File: src/rtl/gap_det_pkg.sv
// Shared types for the multi-channel serial gap detector.
package gap_det_pkg;

  typedef enum logic [1:0] {
    IDLE  = 2'd0,
    ARMED = 2'd1,
    GAP   = 2'd2
  } state_t;

endpackage

File: src/rtl/gap_detector_ch.sv
// One serial channel: arm on '1', count the zero run, report on the closing '1'.
module gap_detector_ch
  import gap_det_pkg::*;
#(
  parameter int CNT_W   = 3,
  parameter int SAT_GAP = 4,
  parameter bit OVERLAP = 1'b0
) (
  input  logic             clk,
  input  logic             rst,
  input  logic             en,
  input  logic             x,
  input  logic [CNT_W-1:0] eff_min,
  output logic             rep,
  output logic             valid,
  output logic [CNT_W-1:0] gap_len,
  output logic             sat
);

  localparam logic [CNT_W-1:0] SAT_V = CNT_W'(SAT_GAP);
  localparam logic [CNT_W-1:0] ONE   = CNT_W'(1);

  state_t           state;
  logic [CNT_W-1:0] cnt;

  // Report decision of this edge, also consumed by the shared event counter.
  assign rep = en && (state == GAP) && x && (cnt >= eff_min);

  always_ff @(posedge clk) begin
    if (rst) begin
      state   <= IDLE;
      cnt     <= '0;
      valid   <= 1'b0;
      gap_len <= '0;
      sat     <= 1'b0;
    end else begin
      valid <= 1'b0;
      if (en) begin
        unique case (state)
          IDLE: begin
            if (x) state <= ARMED;
          end
          ARMED: begin
            if (!x) begin
              state <= GAP;
              cnt   <= ONE;
            end
          end
          GAP: begin
            if (!x) begin
              if (cnt < SAT_V) cnt <= cnt + ONE;
            end else begin
              cnt <= '0;
              if (rep) begin
                valid   <= 1'b1;
                gap_len <= cnt;
                sat     <= (cnt == SAT_V);
                state   <= OVERLAP ? ARMED : IDLE;
              end else begin
                state <= ARMED;
              end
            end
          end
          default: begin
            state <= IDLE;
            cnt   <= '0;
          end
        endcase
      end
    end
  end

endmodule

File: src/rtl/multi_gap_detector.sv
// Multi-channel gap detector: per-channel FSMs plus a shared report counter.
module multi_gap_detector
  import gap_det_pkg::*;
#(
  parameter int CHANNELS = 2,
  parameter int CNT_W    = 3,
  parameter int SAT_GAP  = 4,
  parameter bit OVERLAP  = 1'b0,
  parameter int EVT_W    = 8
) (
  input  logic                      clk,
  input  logic                      rst,
  input  logic                      en,
  input  logic [CHANNELS-1:0]       x,
  input  logic [CNT_W-1:0]          min_gap,
  input  logic                      evt_clr,
  output logic [CHANNELS-1:0]       valid,
  output logic [CHANNELS*CNT_W-1:0] gap_len,
  output logic [CHANNELS-1:0]       sat,
  output logic [EVT_W-1:0]          evt_cnt
);

  logic [CNT_W-1:0]    eff_min;
  logic [CHANNELS-1:0] rep;
  logic [EVT_W-1:0]    pop;

  // A zero threshold would let gap 0 through; clamp to 1.
  assign eff_min = (min_gap == '0) ? CNT_W'(1) : min_gap;

  for (genvar i = 0; i < CHANNELS; i++) begin : g_ch
    gap_detector_ch #(
      .CNT_W   (CNT_W),
      .SAT_GAP (SAT_GAP),
      .OVERLAP (OVERLAP)
    ) u_ch (
      .clk     (clk),
      .rst     (rst),
      .en      (en),
      .x       (x[i]),
      .eff_min (eff_min),
      .rep     (rep[i]),
      .valid   (valid[i]),
      .gap_len (gap_len[i*CNT_W +: CNT_W]),
      .sat     (sat[i])
    );
  end

  always_comb begin
    pop = '0;
    for (int i = 0; i < CHANNELS; i++)
      pop = pop + EVT_W'(rep[i]);
  end

  always_ff @(posedge clk) begin
    if (rst || evt_clr) evt_cnt <= '0;
    else                evt_cnt <= evt_cnt + pop;
  end

endmodule
File: config.mk
export PLATFORM = sky130hd
export DESIGN_NAME = multi_gap_detector
export DESIGN_NICKNAME = d
export VERILOG_FILES = /design/src/rtl/gap_det_pkg.sv /design/src/rtl/gap_detector_ch.sv /design/src/rtl/multi_gap_detector.sv
export SDC_FILE = /design/constraint.sdc
export NUM_CORES = 1
export LEC_CHECK = 0
export CORE_ASPECT_RATIO = 1.25
export CORE_MARGIN = 10
export CORE_UTILIZATION = 47
export DETAILED_ROUTE_END_ITERATION = 10
export GPL_ROUTABILITY_DRIVEN = 1
export GPL_TIMING_DRIVEN = 0
export PLACE_DENSITY = 0.75
export SLEW_MARGIN = 10
export SYNTH_ARGS = -nofsm -noshare
export SYNTH_HDL_FRONTEND = slang
export SYNTH_SLANG_ARGS = --single-unit
File: constraint.sdc
create_clock -name clk -period 2.4 [get_ports clk]
set_clock_uncertainty 0.1 [all_clocks]
set_input_delay 0.24 -clock clk [delete_from_list [all_inputs] [get_ports clk]]
set_output_delay 0.24 -clock clk [all_outputs]
set_load 0.05 [all_outputs]
==> results of run 1 <==
==> through the flow <==
step | util (%) | TNS (ns) | instances | hold slack (ns)
final | 65.1 | 0 | 252 | 0.175
after global routing | 65.1 | -0.00542 | 252 | 0.202
after CTS | 63.9 | 0 | 251 | 0.172
after detailed placement | 59.6 | -3.93 | 245 | 0.348
after global placement | 59.6 | -3.51 | 245 | 0.343
after floorplan | - | 0 | 183 | 0.213
==> synthesized netlist by cell type (6+ instances only) <==
library cell / n
a21oi_1: 16
buf_4: 6
dfxtp_1: 28
ha_1: 21
inv_1: 13
mux2i_1: 6
nand2_1: 21
nand3_1: 6
nor2_1: 15
o21ai_0: 6
==> metal layers <==
| layer | up-vias | share of wire (%) |
|---|---|---|
| li1 | 684 | - |
| met1 | 624 | 41 |
| met2 | 29 | 52 |
| met3 | 6 | 5.7 |
| met4 | 0 | 1.2 |
| met5 | - | 0 |
==> cell families (layout without fill, tap and decap cells) <==
family                   count (synthesis)  in the layout  share of synthesized area [%]
AND/OR/NAND/NOR                         64             64                           19.3
buffers and inverters                   23             55                           6.91
AO/OA/AOI/OAI                           35             35                           14.2
flip-flops                              28             28                           35.6
XOR/XNOR                                 5              5                           2.78
multiplexers                             7              7                           4.53
adder cells (fa/ha/maj)                 21             21                           16.7
==> power by group through the flow <==
stage	clock network [µW]	logic (µW)	registers (µW)
2_1_floorplan	0	63.4	486
3_3_place_gp	0	90.3	487
4_1_cts	257	105	476
6_report	247	111	477
3_5_place_dp	0	94.8	488
5_1_grt	274	124	478
==> final cells by class <==
class | instances | area [µm²] | share of cell area [%]
inverter | 13 | 51.3 | 2.45
sequential | 28 | 569 | 27.1
buffer | 9 | 56.3 | 2.68
timing repair buffer | 30 | 285 | 13.6
multi-input combinational | 132 | 1050 | 49.9
clock buffer | 3 | 41.3 | 1.97
tap | 37 | 46.3 | 2.21
==> worst max path at each step <==
stage / to / slack [ns] / depth (start not counted)
global placement: evt_cnt[6] / -0.56 / 14
detailed placement: evt_cnt[5] / -0.61 / 11
finish: evt_cnt[6] / 0.1 / 13
CTS: evt_cnt[6] / 0.0003 / 15
floorplan: evt_cnt[6] / 0.01 / 13
global route: evt_cnt[6] / -0.005 / 13
==> critical path, stage by stage (launching register included) <==
cell and delay, ns:
dfxtp_4 0.37, inv_4 0.04, ha_4 0.22, nand2b_4 0.13
a21oi_2 0.12, nor2b_1 0.06, o2111a_2 0.28, ha_4 0.17
a31o_4 0.21, ha_4 0.17, nand3_4 0.07, nor2_2 0.05
xnor2_1 0.13, nor2_1 0.06
==> registers in the layout, summed over array words and instances (netlist names) <==
| signal | flops |
|---|---|
| evt_cnt | 8 |
| g_ch.u_ch.cnt | 6 |
| g_ch.u_ch.gap_len | 6 |
| g_ch.u_ch.sat | 2 |
| g_ch.u_ch.state | 4 |
| g_ch.u_ch.valid | 2 |
==> layout by cell type, fill, tap and decap left out, drive strengths merged <==
cell type / count
xnor2: 3
o211a: 1
nor2b: 4
mux2i: 6
a31o: 1
and4: 1
clkdlybuf4s15: 1
nand4: 3
o211ai: 1
o41ai: 1
or2: 1
and2: 2
nor3: 2
nand2: 21
buf: 11
ha: 21
and3: 2
xor2: 2
a21oi: 16
o21ai: 7
clkbuf: 6
inv: 13
o2111a: 1
nand2b: 4
a211oi: 4
nand3b: 1
or3: 2
dlygate4sd2: 2
dfxtp: 28
nand3: 6
mux2: 1
clkdlybuf4s50: 22
o21bai: 1
nor2: 15
a32oi: 2
==> repair_timing <==
item	4_1_cts	5_1_grt
gates resized for setup	16	10
pin swaps	7	7
buffers inserted	3	2
endpoints found under the hold margin	0	0
setup endpoints to repair	7	4
==> results.yml, run 1 <==
global_route:
  grt_pass1_vias: 1368
  grt_usage_pct: 11.8
  grt_overflow: 0
  met2_usage_pct: 22.3
  met3_usage_pct: 3.30
  antenna_found_initial: 0
  use_met1_pct: 12.1
  grt_pass1_wl_mm: 6.05
  grt_busiest_layer: "met2"
  grt_max_degree: 15
synth:
  synth.avg_cell_area_um2: 8.61
  yosys.area.top_type: "dfxtp_1"
  synth-seq-cells: 28
  async_flop_share_pct: 0
  synthFlopType: "dfxtp_1"
  ys_seq_area_share_pct: 35.6
  synthesis.area_um2: 1580
  postSynthCellCount: 183
  syn-num-nets: 213
  ys_types: 34
  ys_top_cells_by_area: "dfxtp_1, ha_1, a21oi_1"
  synth_edf_count: 0
  yosys_warnings: 0
  synth_top_cell_area_share_pct: 35.6
cts:
  cts_hold_buf: 0
  cts.sinks: 28
  root_buffer: "clkbuf_8"
  cts_buffers: 3
  clk_pin_slew_ns: 0.09
  htree_levels: 1
  clk-insertion-delay-late_ns: 0.27
  cts.path.max_buffers: 2
  cts_tree: "yes"
layout:
  post-route-cell-area_um2: 2100
  fillers: 285
  drive_gt1_share_pct: 17.2
  fin_nets: 247
  area_delta_synth_final_pct: 33.1
  diodes: 0
sta:
  post-route-period-util_pct: 95.9
  fin_crit_ns: 2.30
  finalSetupViolations: 0
  maxSlewHeadroom_pct: 65.5
  max_freq_mhz: 434
  worst_slew_pin_slew_ns: 0.516
  finalHoldViolCount: 0
  layout_setup_ws_ns: 0.0981
  slew_violations: 0
route:
  via_per_inst: 5.33
  wl_mm: 3.68
  drc: 0
  wl_per_cell_um: 14.6
  dr.pass1.iters: 4
  drtIter0Drc: 50
  ant_nets: 0
  dr_total_vias: 1343
place:
  routabilityCongestion: 0.820
  dp_hpwl_mm: 2.73
  dpl_cell_area_um2: 1920
  io_buffers: 25
  dp_slack_ns: -0.609
critical_path:
  r2r_cells: 13
  cp-start-kind: "flip-flop"
  required_ns: 2.45
  r2r_slack_ns: 0.1
  critPathArrivalTime_ns: 2.36
  startpoint: "g_ch[1].u_ch.cnt[0]"
  crit_path_max_fanout: 2
  path_class: "reg -> reg"
  end_kind: "flip-flop"
  timing.rr.start: "g_ch[1].u_ch.cnt[0]"
  timing.rr.end: "evt_cnt[6]"
pwr:
  clkPwrFrac_pct: 29.6
  power_frac_seq_pct: 57.2
  p_switching_uw: 204
  power.total_uw: 834
  powerDensity_nw_per_um2: 398
  internal_power_uw: 630
  comb_power_share_pct: 13.3
  peakVddDrop_mv: 0.263
  leakage_uw: 0.000827
  swShare_pct: 24.4
worst_hold_path:
  whs_path_depth: 3
  min_to: "g_ch[0].u_ch.valid"
  hold_class: "in -> reg"
  holdCritStartpoint: "en"
floorplan:
  rows: 23
  die_width_um: 71.8
  dieHeight_um: 84.7
  ioPinCount: 27
  initial_core_util_pct: 48.9
  dieArea_um2: 6080
  core_um2: 3220
run_status:
  status: "finished, final reports clean"
flow_run:
  drv_cap: 0
Power figures use the tool's default switching activity.
==> run 2, diff against run 1 <==
--- a/config.mk
+++ b/config.mk
@@ -5,13 +5,15 @@
 export SDC_FILE = /design/constraint.sdc
 export NUM_CORES = 1
 export LEC_CHECK = 0
+export CELL_PAD_IN_SITES_DETAIL_PLACEMENT = 1
+export CELL_PAD_IN_SITES_GLOBAL_PLACEMENT = 1
 export CORE_ASPECT_RATIO = 1.25
 export CORE_MARGIN = 10
-export CORE_UTILIZATION = 47
+export CORE_UTILIZATION = 35
 export DETAILED_ROUTE_END_ITERATION = 10
 export GPL_ROUTABILITY_DRIVEN = 1
 export GPL_TIMING_DRIVEN = 0
-export PLACE_DENSITY = 0.75
+export PLACE_DENSITY_LB_ADDON = 0.1
 export SLEW_MARGIN = 10
 export SYNTH_ARGS = -nofsm -noshare
 export SYNTH_HDL_FRONTEND = slang
==> run 2 against run 1 <==
Core utilization shrank 16 points. Via count grew 4.6%. First-iteration DRC count shrank 14%. Sequential share of layout area shrank 0.94 points.
==> results.yml, run 2 (synthesis gave the netlist of run 1 again) <==
critical_path:
  critPathArrivalTime_ns: 2.36
  max_stage_delay_ns: 0.45
  worst-path-buf-inv: 0
  critPathTopFamily: "adder cells"
  cp_common_cell: "ha_4"
  end_kind: "flip-flop"
  worstPathCellList: "ha_1, a21oi_2, nor2b_1, o2111a_2, ha_4, a31o_4, ha_4, nand3_4, nor2_4, xnor2_2, nor2_1"
  required_ns: 2.47
  crit_path_max_fanout: 5
  worst_path_max_delay_cell: "dfxtp_1"
  path_class: "reg -> reg"
  cp-start-kind: "flip-flop"
floorplan:
  ioPinCount: 27
  die_width_um: 80.0
  initial_core_util_pct: 35.9
  core_um2: 4390
  rows: 27
  dieHeight_um: 95.0
  dieArea_um2: 7600
layout:
  largest_register_ffs: 8
  largestRegisters: "evt_cnt (8), g_ch.u_ch.cnt (6), g_ch.u_ch.gap_len (6)"
  final_common_cell: "dfxtp_1"
  diodes: 0
  fin_nets: 246
  layout_common_cells: "dfxtp_1, clkdlybuf4s50_1, nand2_1"
  fin_cells: 273
  drive_gt1_share_pct: 18.6
  regMostFlops: "evt_cnt"
  area_delta_synth_final_pct: 37.6
pwr:
  peakVddDrop_mv: 0.189
  leakage_uw: 0.000836
  powerDensity_nw_per_um2: 447
cts:
  cts_hold_buf: 0
  clk-insertion-delay-late_ns: 0.28
  cts_buffers: 3
  cts_tree: "yes"
  cts.path.max_buffers: 2
  cts.sinks: 28
  htree_levels: 1
  clk_pin_slew_ns: 0.10
  root_buffer: "clkbuf_8"
global_route:
  antenna_found_initial: 0
  grt_max_degree: 17
  grt_overflow: 0
  grt_pass1_vias: 1452
  grt_pass1_wl_mm: 6.89
  grt_usage_pct: 11.2
route:
  wl_per_cell_um: 15.3
  drc: 0
  dr_total_vias: 1405
  wl_mm: 4.18
  drtIter0Drc: 43
  via_per_inst: 5.15
  ant_nets: 0
  dr.pass1.iters: 2
place:
  routabilityCongestion: 0.800
  io_buffers: 25
  dp_hpwl_mm: 3.17
  placed_cells: 266
sta:
  hold_ws_ns: 0.170
  worst_slew_pin_slew_ns: 0.540
  finalHoldViolCount: 0
  setup_tns_ns: 0
  maxSlewHeadroom_pct: 64.0
  post-route-period-util_pct: 95.5
  finalSetupViolations: 0
  slew_violations: 0
  fin_crit_ns: 2.29
  max_freq_mhz: 436
worst_hold_path:
  hold_class: "in -> reg"
run_status:
  status: "finished, final reports clean"
flow_run:
  drv_cap: 0
run 2: final cells by class:
| cell class | instances | area, µm² |
|---|---|---|
| plain buffers | 9 | 56.3 |
| clock buffers | 3 | 41.3 |
| clock inverters | 1 | 30.0 |
| fillers | 524 | 2220 |
| inverters | 13 | 48.8 |
| multi-input cells | 132 | 1070 |
| flip-flops and latches | 28 | 568 |
| well taps | 58 | 72.6 |
| repair buffers | 29 | 278 |
run 2: path summary, 6_finish.rpt:
check | startpoint | to | slack [ns] | cells past startpoint
setup / recovery | g_ch[1].u_ch.cnt[1] | evt_cnt[6] | 0.11 | 11
hold / removal | en | g_ch[0].u_ch.valid | 0.17 | 3
setup reg to reg | g_ch[1].u_ch.cnt[1] | evt_cnt[6] | 0.11 | 11
hold reg to reg | g_ch[0].u_ch.gap_len[2] | g_ch[0].u_ch.gap_len[2] | 0.36 | 2
run 2: timing repair:
item | CTS | global route
pin swaps | 4 | 8
setup buffers | 3 | 1
resized for setup | 16 | 12
endpoints found under the setup margin | 7 | 6
run 2: worst reg2reg max path: cells and delay by family, from the launching register on:
family	cells	cell delay [ns]
XOR/XNOR	1	0.13
AND/OR/NAND/NOR	4	0.22
flip-flops	1	0.45
adder cells (fa/ha/maj)	3	0.64
AO/OA/AOI/OAI	3	0.65
run 2: power by group:
part           total, µW  internal (µW)  switching (µW)
Sequential           478            470            8.21
Combinational        114           49.0            64.6
Clock                378            223             154
Total                970            742             227
run 2: layer usage:
| layer | vias to the layer above | wire length, µm | track usage, % |
|---|---|---|---|
| li1 | 685 | - | - |
| met1 | 695 | 1710 | 12.5 |
| met2 | 19 | 2290 | 20.5 |
| met3 | 6 | 124 | 2.00 |
| met4 | 0 | 50 | 3.68 |
| met5 | - | 0 | 0 |
run 2: per-stage QoR:
stage,instance area [µm²],util (%),total power [µW],setup slack [ns]
floorplan,1620,-,550,0.0105
global placement,1950,44.3,581,-0.606
global route,2170,49.3,1010,-0.00436
finish,2170,49.3,970,0.108
CTS,2110,48.0,979,0.0127
detailed placement,1950,44.3,587,-0.673
